--- config.mk ---
export PLATFORM = sky130hd
export DESIGN_NAME = mc_pipe_reg
export DESIGN_NICKNAME = d
export VERILOG_FILES = /design/src/rtl/mc_pipe_reg.sv
export SDC_FILE = /design/constraint.sdc
export NUM_CORES = 1
export LEC_CHECK = 0
export CAP_MARGIN = 5
export CORE_MARGIN = 10
export CORE_UTILIZATION = 53
export DETAILED_ROUTE_END_ITERATION = 7
export PLACE_DENSITY_LB_ADDON = 0.15
export REMOVE_ABC_BUFFERS = 1
export SYNTH_ARGS = -nofsm -noshare
export SYNTH_HDL_FRONTEND = slang
export SYNTH_SLANG_ARGS = --single-unit
--- constraint.sdc ---
create_clock -name clk -period 2.34 [get_ports clk]
set_input_delay 0.585 -clock clk [delete_from_list [all_inputs] [get_ports clk]]
set_output_delay 0.585 -clock clk [all_outputs]
set_load 0.02 [all_outputs]
--- src/rtl/mc_pipe_reg.sv ---
// Elastic pipeline register: DEPTH valid/ready stages with bubble collapse,
// flush and registered occupancy count.
module mc_pipe_reg #(
    parameter int unsigned            WIDTH       = 32,
    parameter int unsigned            DEPTH       = 2,
    parameter logic [WIDTH-1:0]       RESET_VALUE = '0,
    localparam int unsigned           CW          = $clog2(DEPTH + 1)
) (
    input  logic             clk,
    input  logic             rst,
    input  logic             flush,
    input  logic             in_valid,
    output logic             in_ready,
    input  logic [WIDTH-1:0] in_data,
    output logic             out_valid,
    input  logic             out_ready,
    output logic [WIDTH-1:0] out_data,
    output logic [CW-1:0]    count
);

    logic [DEPTH-1:0] v_q;
    logic [DEPTH-1:0] v_d;
    logic [DEPTH-1:0] adv;
    logic [WIDTH-1:0] d_q [DEPTH];
    logic [WIDTH-1:0] d_d [DEPTH];
    logic [CW-1:0]    cnt_q;
    logic [CW-1:0]    cnt_d;
    logic             rdy;
    logic             push;

    // Ready ripples from the consumer back to stage 0; flush blocks every move.
    always_comb begin
        adv = '0;
        rdy = out_ready & ~flush;
        for (int i = DEPTH - 1; i >= 0; i--) begin
            adv[i] = v_q[i] & rdy;
            rdy    = (~v_q[i] | adv[i]) & ~flush;
        end
    end

    assign in_ready  = rdy & ~rst;
    assign push      = in_valid & in_ready;
    assign out_valid = v_q[DEPTH-1] & ~flush;
    assign out_data  = d_q[DEPTH-1];
    assign count     = cnt_q;

    always_comb begin
        v_d = v_q;
        d_d = d_q;
        for (int i = 0; i < DEPTH; i++) begin
            if (adv[i]) v_d[i] = 1'b0;
        end
        for (int i = 1; i < DEPTH; i++) begin
            if (adv[i-1]) begin
                v_d[i] = 1'b1;
                d_d[i] = d_q[i-1];
            end
        end
        if (push) begin
            v_d[0] = 1'b1;
            d_d[0] = in_data;
        end
        cnt_d = '0;
        for (int i = 0; i < DEPTH; i++) begin
            cnt_d = cnt_d + CW'(v_d[i]);
        end
    end

    always_ff @(posedge clk) begin
        if (rst) begin
            v_q   <= '0;
            cnt_q <= '0;
            for (int i = 0; i < DEPTH; i++) d_q[i] <= RESET_VALUE;
        end else if (flush) begin
            v_q   <= '0;
            cnt_q <= '0;
        end else begin
            v_q   <= v_d;
            cnt_q <= cnt_d;
            d_q   <= d_d;
        end
    end

endmodule

# Word level (Yosys, flattened, before mapping)
# Index checks and enable logic that the tools add are counted.
[word_totals] reg_bits=68 latchBits=0 ramBits=0 rom_bits=0 input_bits=37 output_inout_bits=36 wordCells=26 memories=0
[classes] add_sub_neg=1 mul=0 div=0 order_cmp=0 eq_ne=0 shift=0 n_mux=4 n_bitwise=14 reduce_logical=3
[ops] cell="$and 1x1->1" count=8
[ops] cell="$mux 1" count=4
[ops] cell="$not 1->1" count=4
[ops] cell="$reduce_and 2->1" count=2
[ops] cell="$add 1x1->2" count=1
[ops] cell="$or 1x1->1" count=2
[ops] cell="$reduce_or 2->1" count=1

# Logic depth before layout (Yosys ltp)
[logic_depth] ltp_word=12 ltp_mapped=8 depth_no_buf=5

# Worst setup path after synthesis
# No wires, ideal clock.
[synth_path] kind="input-to-output" start="input port flush" end="output port in_ready" arrival_time_ps=1253 t_required_ps=1755 setup_slack_ps=502 stages=2 path_buffers=1 path_cell_list="buf_2 > nor3_1"
[synth_between] elab_chain_len=9
[synth_lines] element="start: declaration" line_no="11" text="input logic flush,"
[synth_lines] element="$not 1->1 (*)" line_no="34, 37"
[synth_lines] element="$and 1x1->1" line_no="34" text="rdy = out_ready & ~flush;"
[synth_lines] element="$and 1x1->1" line_no="36" text="adv[i] = v_q[i] & rdy;"
[synth_lines] element="$or 1x1->1" line_no="37" text="rdy = (~v_q[i] | adv[i]) & ~flush;"
[synth_lines] element="$and 1x1->1" line_no="37"
[synth_lines] element="$and 1x1->1" line_no="36"
[synth_lines] element="$or 1x1->1" line_no="37"
[synth_lines] element="$and 1x1->1 (*)" line_no="37"
[synth_lines] element="$and 1x1->1 (*)" line_no="41" text="assign in_ready = rdy & ~rst;"
[synth_lines] element="end: declaration" line_no="13" text="output logic in_ready,"
# Every way passes the cells marked *; elsewhere a longest branch is shown, timed or not.

# Final worst setup path
[layout_path] start="input port out_ready" end="output port in_ready"
[layout_between] elab_chain_len=8
[layout_lines] element="start: declaration" line_no="16" text="input logic out_ready,"
[layout_lines] element="$and 1x1->1" line_no="34"
[layout_lines] element="$and 1x1->1" line_no="36"
[layout_lines] element="$or 1x1->1" line_no="37"
[layout_lines] element="$and 1x1->1" line_no="37"
[layout_lines] element="$and 1x1->1" line_no="36"
[layout_lines] element="$or 1x1->1" line_no="37"
[layout_lines] element="$and 1x1->1" line_no="37"
[layout_lines] element="$and 1x1->1" line_no="41"
# Every way passes these cells.

==> impl_metrics.json <==
{
  "vdd_drop_max_mv": 0.4166,
  "nFillCells": 454,
  "die_x_um": 95.35,
  "cts-root-buf": "clkbuf_8",
  "end_kind": "primary output",
  "wl_met1_um": 2326,
  "clk_pin_slew_worst_paths_ns": 0.07,
  "wl_met2_um": 2438,
  "drc": 0,
  "numCtsBuffers": 9,
  "reg2reg_from": "v_q[1]$_SDFF_PP0_",
  "grt_pass1_wl_um": 9045,
  "wl_met3_um": 488,
  "clock_path_buffers": 2,
  "first_global_vias": 1929,
  "postSynthAreaPerCell_um2": 10.20,
  "numClockSinks": 68,
  "hold_path_class": "flop to flop",
  "power_mw": 2.448,
  "timing.fmax_ghz": 0.4576,
  "die_area_mm2": 0.009092,
  "avgViaCountPerCell": 4.544,
  "start_util_pct": 54.65,
  "fin_skew_ns": 0.004716,
  "drt_iter0_markers": 33,
  "worst_pin_slew_ns": 0.4901,
  "place_congestion": 0.6828,
  "stdcell_count": 412,
  "yosysUniqueCellTypes": 20,
  "drtPass1Iterations": 4,
  "yosysSeqAreaShare_pct": 45.24,
  "grt.total_usage_pct": 12.65,
  "drv_slew": 0,
  "leakagePower_nw": 1.705,
  "maxCapViolCount": 0,
  "grt_max_degree": 67,
  "drtAntennaViolNets": 0,
  "core_mm2": 0.005507,
  "cts_tree": "yes",
  "critPathBufInv": 2,
  "crit_start": "out_ready",
  "finalHoldViolCount": 0,
  "path_delay_family": "buffers and inverters",
  "period_minus_slack_ns": 2.185,
  "detailed_place_hpwl_um": 3604,
  "overflow": 0,
  "ys_warn_count": 0,
  "dp.cells": 396,
  "synthCells": 295,
  "seq_area_mm2": 0.001361,
  "r2r_setup_slack_ns": 0.97,
  "rsz0062_at_grt": "no",
  "fin_crit_sh_pct": 93.39,
  "io_pins": 73,
  "wire_per_inst_um": 13.00,
  "drt_wl_total_um": 5354,
  "status": "complete, no violations",
  "path_class": "input pin to primary output",
  "ys_ff_latch": 68,
  "cts_hold_buf": 0,
  "routed.top_layer": "met4",
  "cts_max_level": 3,
  "post_cts.repair.setup_buffers": 0,
  "port_buffers": 72,
  "place_area_mm2": 0.003531,
  "cp.arrival_ns": 1.60,
  "multi_input_area_mm2": 0.001174,
  "num_vias": 1872,
  "netlist_area_mm2": 0.003009,
  "cpMaxStageDelayCell": "clkdlybuf4s50_1",
  "clock_latency_ns": 0.33,
  "slowest_delay_ns": 0.50,
  "setup_viol": 0,
  "hold_start": "out_data[30]$_SDFFE_PP0P_",
  "powerDensity_mw_per_mm2": 654.4,
  "final_cell_area_mm2": 0.003741,
  "crit_path_start_kind": "input pin",
  "syn_to_final_growth_pct": 24.32,
  "relSlewSlack_pct": 67.33,
  "antennaDiodeCount": 0,
  "drive_above_1_share_pct": 7.353,
  "antenna_found_initial": 0,
  "placementRows": 27,
  "worstPathCellList": "clkdlybuf4s50_1 > and3b_1 > nor3_1 > clkbuf_2",
  "fp.dieH_um": 95.35,
  "nets": 373,
  "cp_max_fo": 3,
  "critical_path_required_ns": 1.75
}
## cell usage in the layout (no fill, tap or decap), drive strengths merged
cell / n
o21ai: 3
clkbuf: 12
or3: 1
nor2: 1
and3b: 1
clkinv: 3
o21a: 1
inv: 34
nor2b: 2
nand2b: 64
buf: 6
ha: 1
bufinv: 2
dlygate4sd2: 1
nor3: 2
and2: 2
nand2: 1
nand3b: 1
a211oi: 1
mux2i: 64
clkdlybuf4s50: 69
dfxtp: 68
## cell type report
| class | instances | area share (%) |
|---|---|---|
| flip-flops and latches | 68 | 36.39 |
| multi-input cells | 145 | 31.37 |
| inverters | 34 | 3.411 |
| repair buffers | 77 | 20.64 |
| clock buffers | 11 | 3.779 |
| well taps | 72 | 2.408 |
| clock inverters | 5 | 2.007 |
## flip-flops by register name, indices dropped and copies added (netlist names)
signal    cells
d_q          32
out_data     32
count         2
v_q           2
## per-stage QoR
| step | worst slack, ns | TNS, ns | util (%) | hold slack, ns |
|---|---|---|---|---|
| floorplan | -1.406 | -37.95 | - | 0.4580 |
| finish | 0.1547 | 0 | 67.94 | 0.4725 |
| global placement | -0.2763 | -0.2763 | 64.12 | 0.4583 |
| global route | 0.09823 | 0 | 67.94 | 0.4921 |
| detailed placement | -0.2847 | -0.2863 | 64.12 | 0.4635 |
| CTS | 0.0007547 | 0 | 68.01 | 0.4760 |
## repair_timing
action | 4_1_cts | 5_1_grt
resized for setup | 2 | 3
endpoints found under the setup margin | 2 | 1
pin swaps | 0 | 0
## synth_stat cells
cell type / instances / area share, %
nor2b_1: 2 / 0.42
inv_1: 34 / 4.2
mux2i_1: 64 / 21
nand2b_1: 64 / 13
o21a_1: 1 / 0.25
dfxtp_1: 68 / 45
nand3b_4: 1 / 0.67
clkbuf_1: 7 / 0.87
buf_4: 33 / 8.2
nor3_1: 2 / 0.33
or3_1: 1 / 0.21
buf_6: 6 / 2.2
o21ai_0: 3 / 0.50
ha_1: 1 / 0.42
buf_2: 2 / 0.33
a211oi_1: 1 / 0.25
and2_1: 2 / 0.42
nor2_4: 1 / 0.37
and3b_1: 1 / 0.29
nand2_1: 1 / 0.12
## cells by family after synthesis
kind of cell	count (synthesis)	synth area share (%)
simple gates	75	16.13
mux	64	21.29
buf+inv	82	15.93
flops	68	45.24
compound gates	5	0.9980
fa+ha+maj	1	0.4157
## metal layers
| layer | vias to the layer above | GRT usage (%) |
|---|---|---|
| met5 | - | 0 |
| met4 | 0 | 7.107 |
| met3 | 10 | 5.342 |
| met2 | 46 | 20.23 |
| met1 | 845 | 13.90 |
| li1 | 971 | - |
## worst paths after layout
check,cells after the start,endpoint
min reg2reg,2,out_data[30]$_SDFFE_PP0P_
min,2,out_data[30]$_SDFFE_PP0P_
max,4,in_ready
max reg2reg,5,d_q[45]$_SDFFE_PP0P_
## tightest hold or removal path: stages (launching register included)
cell and delay [ns]:
dfxtp_1 0.31, nand2b_1 0.06, mux2i_1 0.05
## power breakdown
part | switching [mW] | leakage (nW) | total [mW] | internal (mW)
Sequential | 0.0107 | 0.553 | 1.20 | 1.19
Clock | 0.417 | 0.113 | 1.04 | 0.624
Combinational | 0.0812 | 1.04 | 0.202 | 0.121
Total | 0.509 | 1.71 | 2.45 | 1.94
Power figures use the tool's default switching activity.
==> edit (same flow settings) <==
The parameter `WIDTH` goes from 32 to 28.
--- a/src/rtl/mc_pipe_reg.sv
+++ b/src/rtl/mc_pipe_reg.sv
@@ -3,3 +3,3 @@
 module mc_pipe_reg #(
-    parameter int unsigned            WIDTH       = 32,
+    parameter int unsigned            WIDTH       = 28,
     parameter int unsigned            DEPTH       = 2,
Ports: changed (resized in_data and out_data); port bits go from 73 to 65. The function was not compared with the original's and may differ.
==> edit against the unedited design <==
- total power decreased by 17%
- first-iteration DRC count up 85%
- area after synthesis fell by 12%
- sequential share of layout area barely moved
- global-route usage shrank 0.24 points
- sequential cell count shrank 8
- critical path type unchanged
- wire length shrank 7.8%
- setup slack worse by 0.013 ns
- largest power group unchanged
- largest cell class unchanged
- design area is 12% lower
- utilization increased by 1.0 points
- hold slack got worse by 0.00079 ns
- combinational power is 9% lower
- synthesized cell count decreased by 13%
==> edit: results (changes against the unedited design) <==
dpl hpwl 3.568 mm (-0.98%); clock slew at reported path FFs ~0.060 ns; DR vias 1,684 (-10%); Ys Warns 0 (unchanged); post-synth cell types 19 (-5.0%); RePlAce Congestion 0.7573 (+11%); switch share 22.11% (+1.3 points); RR Endpoint count[0]$_SDFF_PP0_; PortBufs 64 (-11%); XOR/XNOR Fraction of Synth Area 0% (unchanged); sequential share of the synthesized area 45.54% (+0.30 points); synth cell count leaders 60 x dfxtp_1, 56 x mux2i_1, 56 x nand2b_1; DRT Pass-1 Iters 4 (unchanged); adder-cell area share of the yosys netlist 0.4744% (+0.059 points); Total Routed Length 4.938 mm (-7.8%); skew final 0.005598 ns (+0.0008816 ns); worst-margin pin slew 0.4285 ns (-0.06157 ns); mux cell area share after synthesis 21.25% (-0.037 points); worst r2r path cells 6 (+1); pin count of the biggest net entering global routing 59 (-12%); cell depth of the worst hold path 2 (unchanged); VDD IR max 0.0005087 V (+22%); hold endpoint out_data[22]$_SDFFE_PP0P_; global-route wire length before repair 8.424 mm (-6.9%); DP Worst Slack -0.3374 ns (-0.05269 ns); complex-gate fraction of the synthesized area 1.139% (+0.14 points); count leader, synth dfxtp_1; fin nets 335 (-10%); DRT iter0 DRCs 61 (+85%); Fill cells 390 (-14%); Tot GR Track Use 12.41% (-0.24 points); P_leak 1.480 nW (-13%); Hold Crit Class reg2reg; vias in the first global route 1,777 (-7.9%); MaxCap Viol Count 0 (unchanged); share of cells above drive strength 1 7.843% (+0.49 points); reg2reg start v_q[0]$_SDFF_PP0_; hold path start out_data[22]$_SDFFE_PP0P_; Area contributors post-synth dfxtp_1 46%, mux2i_1 21%, nand2b_1 13%; outcome complete, no violations
## edit: cell types whose count changed in the layout (fill, tap and decap cells not counted), moves of 3 or more
cell             change
dfxtp_1              -8
mux2i_1              -8
nand2b_1             -8
clkdlybuf4s50_1      -7
buf_4                +4
inv_1                -4
clkbuf_1             +3
## edit: worst max-delay path by stage
| stage | end | startpoint | slack [ns] |
|---|---|---|---|
| floorplan | out_data[0]$_SDFFE_PP0P_ | flush | -1.51 |
| global placement | in_ready | out_ready | -0.27 |
| detailed placement | in_ready | out_ready | -0.34 |
| CTS | in_ready | out_ready | 0.03 |
| global route | in_ready | out_ready | 0.06 |
| finish | in_ready | out_ready | 0.14 |
## edit: layout make-up
class / count / share of cell area, %
multi-input combinational: 128 / 31.29
clock inverter: 2 / 0.3034
tap: 67 / 2.541
timing repair buffer: 72 / 21.43
sequential: 60 / 36.40
inverter: 30 / 3.413
clock buffer: 14 / 4.626
## edit: routing by layer
| layer | global-route usage, % | routed length (microns) | up-vias |
|---|---|---|---|
| li1 | - | - | 868 |
| met1 | 14.40 | 2220 | 759 |
| met2 | 19.89 | 2311 | 48 |
| met3 | 4.821 | 330 | 9 |
| met4 | 5.172 | 75 | 0 |
| met5 | 0 | 0 | - |
## edit: what timing repair did
action,CTS,global route
setup buffers,0,0
endpoints found under the setup margin,2,1
gates cloned,0,0
hold buffers,0,0
gates resized for setup,5,1
hold endpoints to repair,0,0
pin swaps,0,0
## edit: power groups by stage
| stage | registers (mW) | clock network, mW | logic (mW) |
|---|---|---|---|
| 2_1_floorplan | 1.09 | 0 | 0.0825 |
| 3_3_place_gp | 1.09 | 0 | 0.183 |
| 3_5_place_dp | 1.09 | 0 | 0.186 |
| 4_1_cts | 1.06 | 0.794 | 0.186 |
| 5_1_grt | 1.07 | 0.838 | 0.202 |
| 6_report | 1.06 | 0.775 | 0.183 |
## edit: cells by family (layout without fill, tap and decap cells)
family	Yosys count	after routing
compound gates	5	5
fa+ha+maj	1	1
buf+inv	70	118
flops	60	60
mux	56	56
simple gates	66	66
## edit: per-stage QoR
stage	utilization (%)	area, sq um	hold WS (ns)	instances
5_1_grt	68.94	3299	0.4929	373
3_3_place_gp	65.67	3143	0.4581	357
6_report	68.94	3299	0.4717	373
3_5_place_dp	65.67	3143	0.4626	357
2_1_floorplan	-	2341	0.4607	218
4_1_cts	69.07	3306	0.4754	373
## edit: worst max-delay path, cell delays in order
cell	delay (ns)
clkdlybuf4s50_1	0.49
and3b_1	0.19
nor3_1	0.14
buf_2	0.20
